[src/rtl/bus_requester.sv]
// Master-side bus requester: takes one client burst, arbitrates for the shared
// bus, issues one beat per granted cycle and returns read data in issue order.
module bus_requester #(
   parameter int GRANT_BIT = 0,
   parameter int ARB_W     = 3,
   parameter int ADDR_W    = 24,
   parameter int CMD_W     = 3,
   parameter int DATA_W    = 32,
   parameter int READ_LAT  = 2,
   parameter int TIMEOUT   = 255
) (
   input  logic              clk0,
   input  logic              reset,
   input  logic              req_valid_i,
   output logic              req_ready_o,
   input  logic [CMD_W-1:0]  req_cmd_i,
   input  logic [ADDR_W-1:0] req_addr_i,
   input  logic [2:0]        req_len_i,
   input  logic              wd_valid_i,
   output logic              wd_ready_o,
   input  logic [DATA_W-1:0] wd_data_i,
   output logic              rsp_valid_o,
   output logic [DATA_W-1:0] rsp_data_o,
   output logic              done_o,
   output logic              err_o,
   output logic [ARB_W-1:0]  bus_request_o,
   input  logic [ARB_W-1:0]  bus_grant_i,
   output logic [ADDR_W-1:0] mst_addr_o,
   output logic [CMD_W-1:0]  mst_cmd_o,
   output logic [DATA_W-1:0] mst_dataout_o,
   input  logic [DATA_W-1:0] mst_datain_i
);

   localparam logic [CMD_W-1:0] CMD_NOP   = '0;
   localparam logic [CMD_W-1:0] CMD_READ  = CMD_W'(1);
   localparam logic [CMD_W-1:0] CMD_WRITE = CMD_W'(2);
   localparam logic [ARB_W-1:0] GNT_MASK  = ARB_W'(1) << GRANT_BIT;

   typedef enum logic [2:0] {S_IDLE, S_REQ, S_XFER, S_DRAIN, S_RELEASE} state_t;

   state_t              state_q;
   logic [CMD_W-1:0]    cmd_q;
   logic [ADDR_W-1:0]   base_q;
   logic [2:0]          len_q;
   logic [2:0]          idx_q;
   logic                last_q;
   logic [7:0]          wait_q;
   logic [READ_LAT-1:0] sr_q;
   logic                req_ready_q;
   logic                bus_req_q;
   logic                done_q;
   logic                err_q;
   logic [ADDR_W-1:0]   mst_addr_q;
   logic [CMD_W-1:0]    mst_cmd_q;
   logic [DATA_W-1:0]   mst_dout_q;

   logic                gnt;
   logic                is_rd;
   logic                issue;
   logic [ADDR_W-1:0]   beat_addr;
   logic [READ_LAT-1:0] sr_d;
   logic [READ_LAT-1:0] sr_lo;

   assign gnt       = |(bus_grant_i & GNT_MASK);
   assign is_rd     = (cmd_q == CMD_READ);
   // A beat is taken in the cycle grant is seen, so it shows on the bus next cycle.
   assign issue     = (state_q == S_REQ || (state_q == S_XFER && !last_q)) &&
                      gnt && (is_rd || wd_valid_i);
   assign beat_addr = base_q + ADDR_W'(idx_q);
   assign sr_d      = (sr_q << 1) | READ_LAT'(mst_cmd_q == CMD_READ);
   assign sr_lo     = sr_q << 1;

   assign req_ready_o   = req_ready_q;
   assign wd_ready_o    = issue && !is_rd;
   assign rsp_valid_o   = sr_q[READ_LAT-1];
   assign rsp_data_o    = rsp_valid_o ? mst_datain_i : '0;
   assign done_o        = done_q;
   assign err_o         = err_q;
   assign bus_request_o = bus_req_q ? GNT_MASK : '0;
   assign mst_addr_o    = mst_addr_q;
   assign mst_cmd_o     = mst_cmd_q;
   assign mst_dataout_o = mst_dout_q;

   always_ff @(posedge clk0 or posedge reset) begin
      if (reset) begin
         state_q     <= S_IDLE;
         cmd_q       <= CMD_NOP;
         base_q      <= '0;
         len_q       <= '0;
         idx_q       <= '0;
         last_q      <= 1'b0;
         wait_q      <= '0;
         sr_q        <= '0;
         req_ready_q <= 1'b0;
         bus_req_q   <= 1'b0;
         done_q      <= 1'b0;
         err_q       <= 1'b0;
         mst_addr_q  <= '0;
         mst_cmd_q   <= CMD_NOP;
         mst_dout_q  <= '0;
      end else begin
         sr_q       <= sr_d;
         done_q     <= 1'b0;
         err_q      <= 1'b0;
         mst_cmd_q  <= CMD_NOP;
         mst_addr_q <= '0;
         mst_dout_q <= '0;
         if (issue) begin
            mst_cmd_q  <= cmd_q;
            mst_addr_q <= beat_addr;
            mst_dout_q <= is_rd ? '0 : wd_data_i;
            if (idx_q == len_q) last_q <= 1'b1;
            else                idx_q  <= idx_q + 3'd1;
         end
         case (state_q)
            S_IDLE: begin
               req_ready_q <= 1'b1;
               if (req_ready_q && req_valid_i &&
                   (req_cmd_i == CMD_READ || req_cmd_i == CMD_WRITE)) begin
                  cmd_q       <= req_cmd_i;
                  base_q      <= req_addr_i;
                  len_q       <= req_len_i;
                  idx_q       <= '0;
                  last_q      <= 1'b0;
                  wait_q      <= '0;
                  req_ready_q <= 1'b0;
                  bus_req_q   <= 1'b1;
                  state_q     <= S_REQ;
               end
            end
            S_REQ: begin
               if (gnt) begin
                  state_q <= S_XFER;
               end else if (wait_q == 8'(TIMEOUT - 1)) begin
                  err_q       <= 1'b1;
                  bus_req_q   <= 1'b0;
                  req_ready_q <= 1'b1;
                  state_q     <= S_IDLE;
               end else begin
                  wait_q <= wait_q + 8'd1;
               end
            end
            S_XFER: begin
               if (last_q) begin
                  if (is_rd) begin
                     state_q <= S_DRAIN;
                  end else begin
                     bus_req_q <= 1'b0;
                     done_q    <= 1'b1;
                     state_q   <= S_RELEASE;
                  end
               end else if (!gnt) begin
                  wait_q  <= '0;
                  state_q <= S_REQ;
               end
            end
            S_DRAIN: begin
               // Only the beat maturing this cycle is left in flight.
               if (sr_lo == '0) begin
                  bus_req_q <= 1'b0;
                  done_q    <= 1'b1;
                  state_q   <= S_RELEASE;
               end
            end
            S_RELEASE: begin
               req_ready_q <= 1'b1;
               state_q     <= S_IDLE;
            end
            default: state_q <= S_IDLE;
         endcase
      end
   end

endmodule

[config.mk]
export PLATFORM = sky130hd
export DESIGN_NAME = bus_requester
export DESIGN_NICKNAME = d
export VERILOG_FILES = /design/src/rtl/bus_requester.sv
export SDC_FILE = /design/constraint.sdc
export NUM_CORES = 1
export LEC_CHECK = 0
export CAP_MARGIN = 20
export CORE_MARGIN = 4
export CORE_UTILIZATION = 45
export CTS_CLUSTER_DIAMETER = 150
export DETAILED_ROUTE_END_ITERATION = 10
export GPL_ROUTABILITY_DRIVEN = 0
export HOLD_SLACK_MARGIN = 0.15
export PLACE_DENSITY = 0.83
export SLEW_MARGIN = 20
export SYNTH_ARGS = -nofsm -noshare
export SYNTH_HDL_FRONTEND = slang
export SYNTH_SLANG_ARGS = --single-unit
[constraint.sdc]
create_clock -name clk0 -period 9.85 [get_ports clk0]
set_input_delay 1.97 -clock clk0 [delete_from_list [all_inputs] [get_ports clk0]]
set_output_delay 1.97 -clock clk0 [all_outputs]
set_load 0.02 [all_outputs]
==> flow_summary.json <==
{
  "status": "completed",
  "leakage_nw": 3.018,
  "gr-total-overflow": 0,
  "io_pins": 200,
  "seqCellArea_mm2": 0.002753,
  "power_density_mw_per_mm2": 212.8,
  "die_x_um": 112.6,
  "yosysMostFrequentCell": "dfrtp_1",
  "setup.worst_path.start_class": "input pin",
  "root_buffer": "clkbuf_8",
  "slew_headroom_pct": 39.58,
  "slew_viol_final": 0,
  "cp_common_cell": "clkdlybuf4s50_1",
  "synth-simple-area-share_pct": 20.80,
  "grt_pass1_vias": 4227,
  "cp-end-kind": "output port",
  "finalSetupTns_ns": 0,
  "hold_viol": 0,
  "ys_seq_elements": 110,
  "avgSynthCellArea_um2": 11.09,
  "antenna_found_initial": 0,
  "synth_area_leader_cell": "dfrtp_1",
  "clockBufferDepth": 2,
  "post_cts.repair.setup_buffers": 0,
  "io_buffer_count": 195,
  "fin_crit_sh_pct": 62.37,
  "die_h_um": 112.6,
  "fin_crit_ns": 6.143,
  "dpl.hpwl_um": 9529,
  "fillerInstances": 815,
  "syn_inst": 444,
  "timing.fmax_mhz": 162.8,
  "crit_chain": "clkdlybuf4s50_1, or2b_2, nor4_2, buf_4, clkdlybuf4s50_1",
  "worst_pin_slew_ns": 0.9054,
  "drc_errors": 0,
  "synthToLayoutAreaGrowth_pct": 46.69,
  "synth_area_mm2": 0.004926,
  "drive_above_1_share_pct": 9.434,
  "crit_required_ns": 7.88,
  "clkTransAtPathRegs_ns": 0.09,
  "cts-htree-levels": 3,
  "cts_tree": "done",
  "post_cts_resized": 0,
  "die_area_mm2": 0.01268,
  "cts-buffers-inserted": 9,
  "postRouteAntennaNets": 0,
  "ys_types": 50,
  "synth_edf_count": 0,
  "total_power_mw": 1.537,
  "path_buf_inv": 3,
  "finalSetupViolCount": 0,
  "multi_input_comb_area_mm2": 0.002036,
  "via_count": 4047,
  "max_cap_viol_count": 0,
  "synthAdderAreaFrac_pct": 1.930,
  "synth_xor_area_share_pct": 1.422,
  "hold_buffers": 0,
  "clock_latency_ns": 0.36,
  "grt_pass1_wl_um": 20640,
  "synthArstFlopShare_pct": 100.0,
  "critPathSlowestCell": "clkdlybuf4s50_1",
  "synth.top_cell.area_share_pct": 55.88,
  "fin_nets": 739,
  "irDropWorstVdd_mv": 0.1164,
  "critical_path_class": "input pin to output port",
  "coreArea_mm2": 0.01051,
  "synth_compound_area_share_pct": 10.34,
  "synth_top_family_by_area": "simple AND/OR/NAND/NOR gates",
  "muxShareOfSynthArea_pct": 6.350,
  "crit_family": "buffers and inverters",
  "wl_per_cell_um": 16.28,
  "clock_sinks": 110,
  "skew_ns": 0.01200,
  "slowest_delay_ns": 0.68,
  "cp_max_fo": 33,
  "fin_ws_ns": 3.707,
  "utilization_pct": 68.76,
  "n_antenna_cell": 0,
  "grt_use_total_pct": 19.97,
  "place_ws_ns": 3.724,
  "seq_area_frac_synth_pct": 55.88,
  "firstDrtPassIters": 4,
  "worstHoldPathType": "flip-flop to flip-flop",
  "yosys_warnings": 0,
  "rsz0062_at_grt": "no",
  "synth_area_leaders": "dfrtp_1 56%, and2_1 8.6%, mux2_2 5.9%, a21oi_1 2.7%, o21ai_0 1.8%",
  "initial_core_util_pct": 46.87,
  "grt_max_degree": 89,
  "ys_dominant_reg_cell": "dfrtp_1",
  "wirelength_um": 12570,
  "synth.top_cells.by_count": "110 x dfrtp_1, 68 x and2_1, 27 x a21oi_1, 26 x mux2_2, 23 x nand2_1",
  "crit_arrival_ns": 4.17,
  "fp-row-count": 37,
  "via_per_inst": 5.242,
  "drt_iter0_markers": 160
}
==> layout make-up <==
class | count | share of cell area [%]
tap | 136 | 2.355
clock inverter | 5 | 1.472
sequential | 110 | 38.10
clock buffer | 11 | 1.818
timing repair buffer | 198 | 27.38
multi-input combinational | 299 | 28.17
inverter | 13 | 0.7100
==> path summary, 6_finish.rpt <==
path	from	endpoint	slack [ns]	cells after the start
hold / removal	sr_q[0]	sr_q[1]	0.42	0
max in group asynchronous	reset	cmd_q[1]	6.91	3
setup reg to reg	idx_q[0]	mst_addr_o[20]	7.17	7
hold reg to reg	sr_q[0]	sr_q[1]	0.42	0
min in group asynchronous	reset	mst_dataout_o[26]	1.89	2
setup / recovery	bus_grant_i[0]	wd_ready_o	3.71	5
==> cell families (layout without fill, tap and decap cells) <==
family	after synthesis	after routing
compound gates	79	79
simple gates	175	175
flops	110	110
other cells	1	2
mux	28	28
xor+xnor	8	8
buf+inv	36	227
fa+ha+maj	7	7
==> stage by stage <==
step / instance area (um^2) / hold slack [ns] / instances
floorplan: 4930 / 0.3747 / 445
global placement: 6980 / 0.3983 / 756
detailed placement: 6980 / 0.3907 / 756
CTS: 7218 / 0.4204 / 772
global route: 7226 / 0.4467 / 772
finish: 7226 / 0.4196 / 772
==> routing by layer <==
layer  vias to the layer above  global-route usage, %  routed length (um)
met5                         -                      0                   0
li1                       1921                      -                   -
met1                      1933                  22.50                4723
met3                        19                  6.199                1092
met4                         0                  5.769                 178
met2                       174                  36.22                6576
==> cells in the final DEF, fill, tap and decap left out, drive strengths merged, types with 3 or more instances in the layout <==
master | Yosys | layout
clkdlybuf4s50 | 0 | 195
dfrtp | 110 | 110
and2 | 68 | 68
a21oi | 27 | 27
mux2 | 26 | 26
nand2 | 23 | 23
o21ai | 18 | 18
nor2 | 15 | 15
nand3 | 15 | 15
inv | 13 | 14
or4 | 11 | 11
clkbuf | 13 | 11
o31ai | 10 | 10
or3 | 10 | 10
nor3 | 8 | 8
a31oi | 6 | 6
ha | 6 | 6
xor2 | 5 | 5
nor2b | 4 | 4
nand4 | 4 | 4
or3b | 4 | 4
and4 | 4 | 4
xnor2 | 3 | 3
o2111ai | 3 | 3
bufinv | 0 | 3
buf | 10 | 3
==> registers in the layout (all words and copies together) (netlist names) <==
signal,count
base_q,24
sr_q,2
cmd_q,3
done_o,1
req_ready_o,1
mst_addr_o,24
err_o,1
last_q,1
idx_q,3
len_q,3
wait_q,8
bus_req_q,1
state_q,3
mst_dataout_o,32
mst_cmd_o,3
==> where the power goes <==
part	switching [mW]	internal, mW
clock	0.147	0.170
sequential	0.122	0.564
combinational	0.268	0.267
Note: power is estimated with default switching activity, not from simulation.
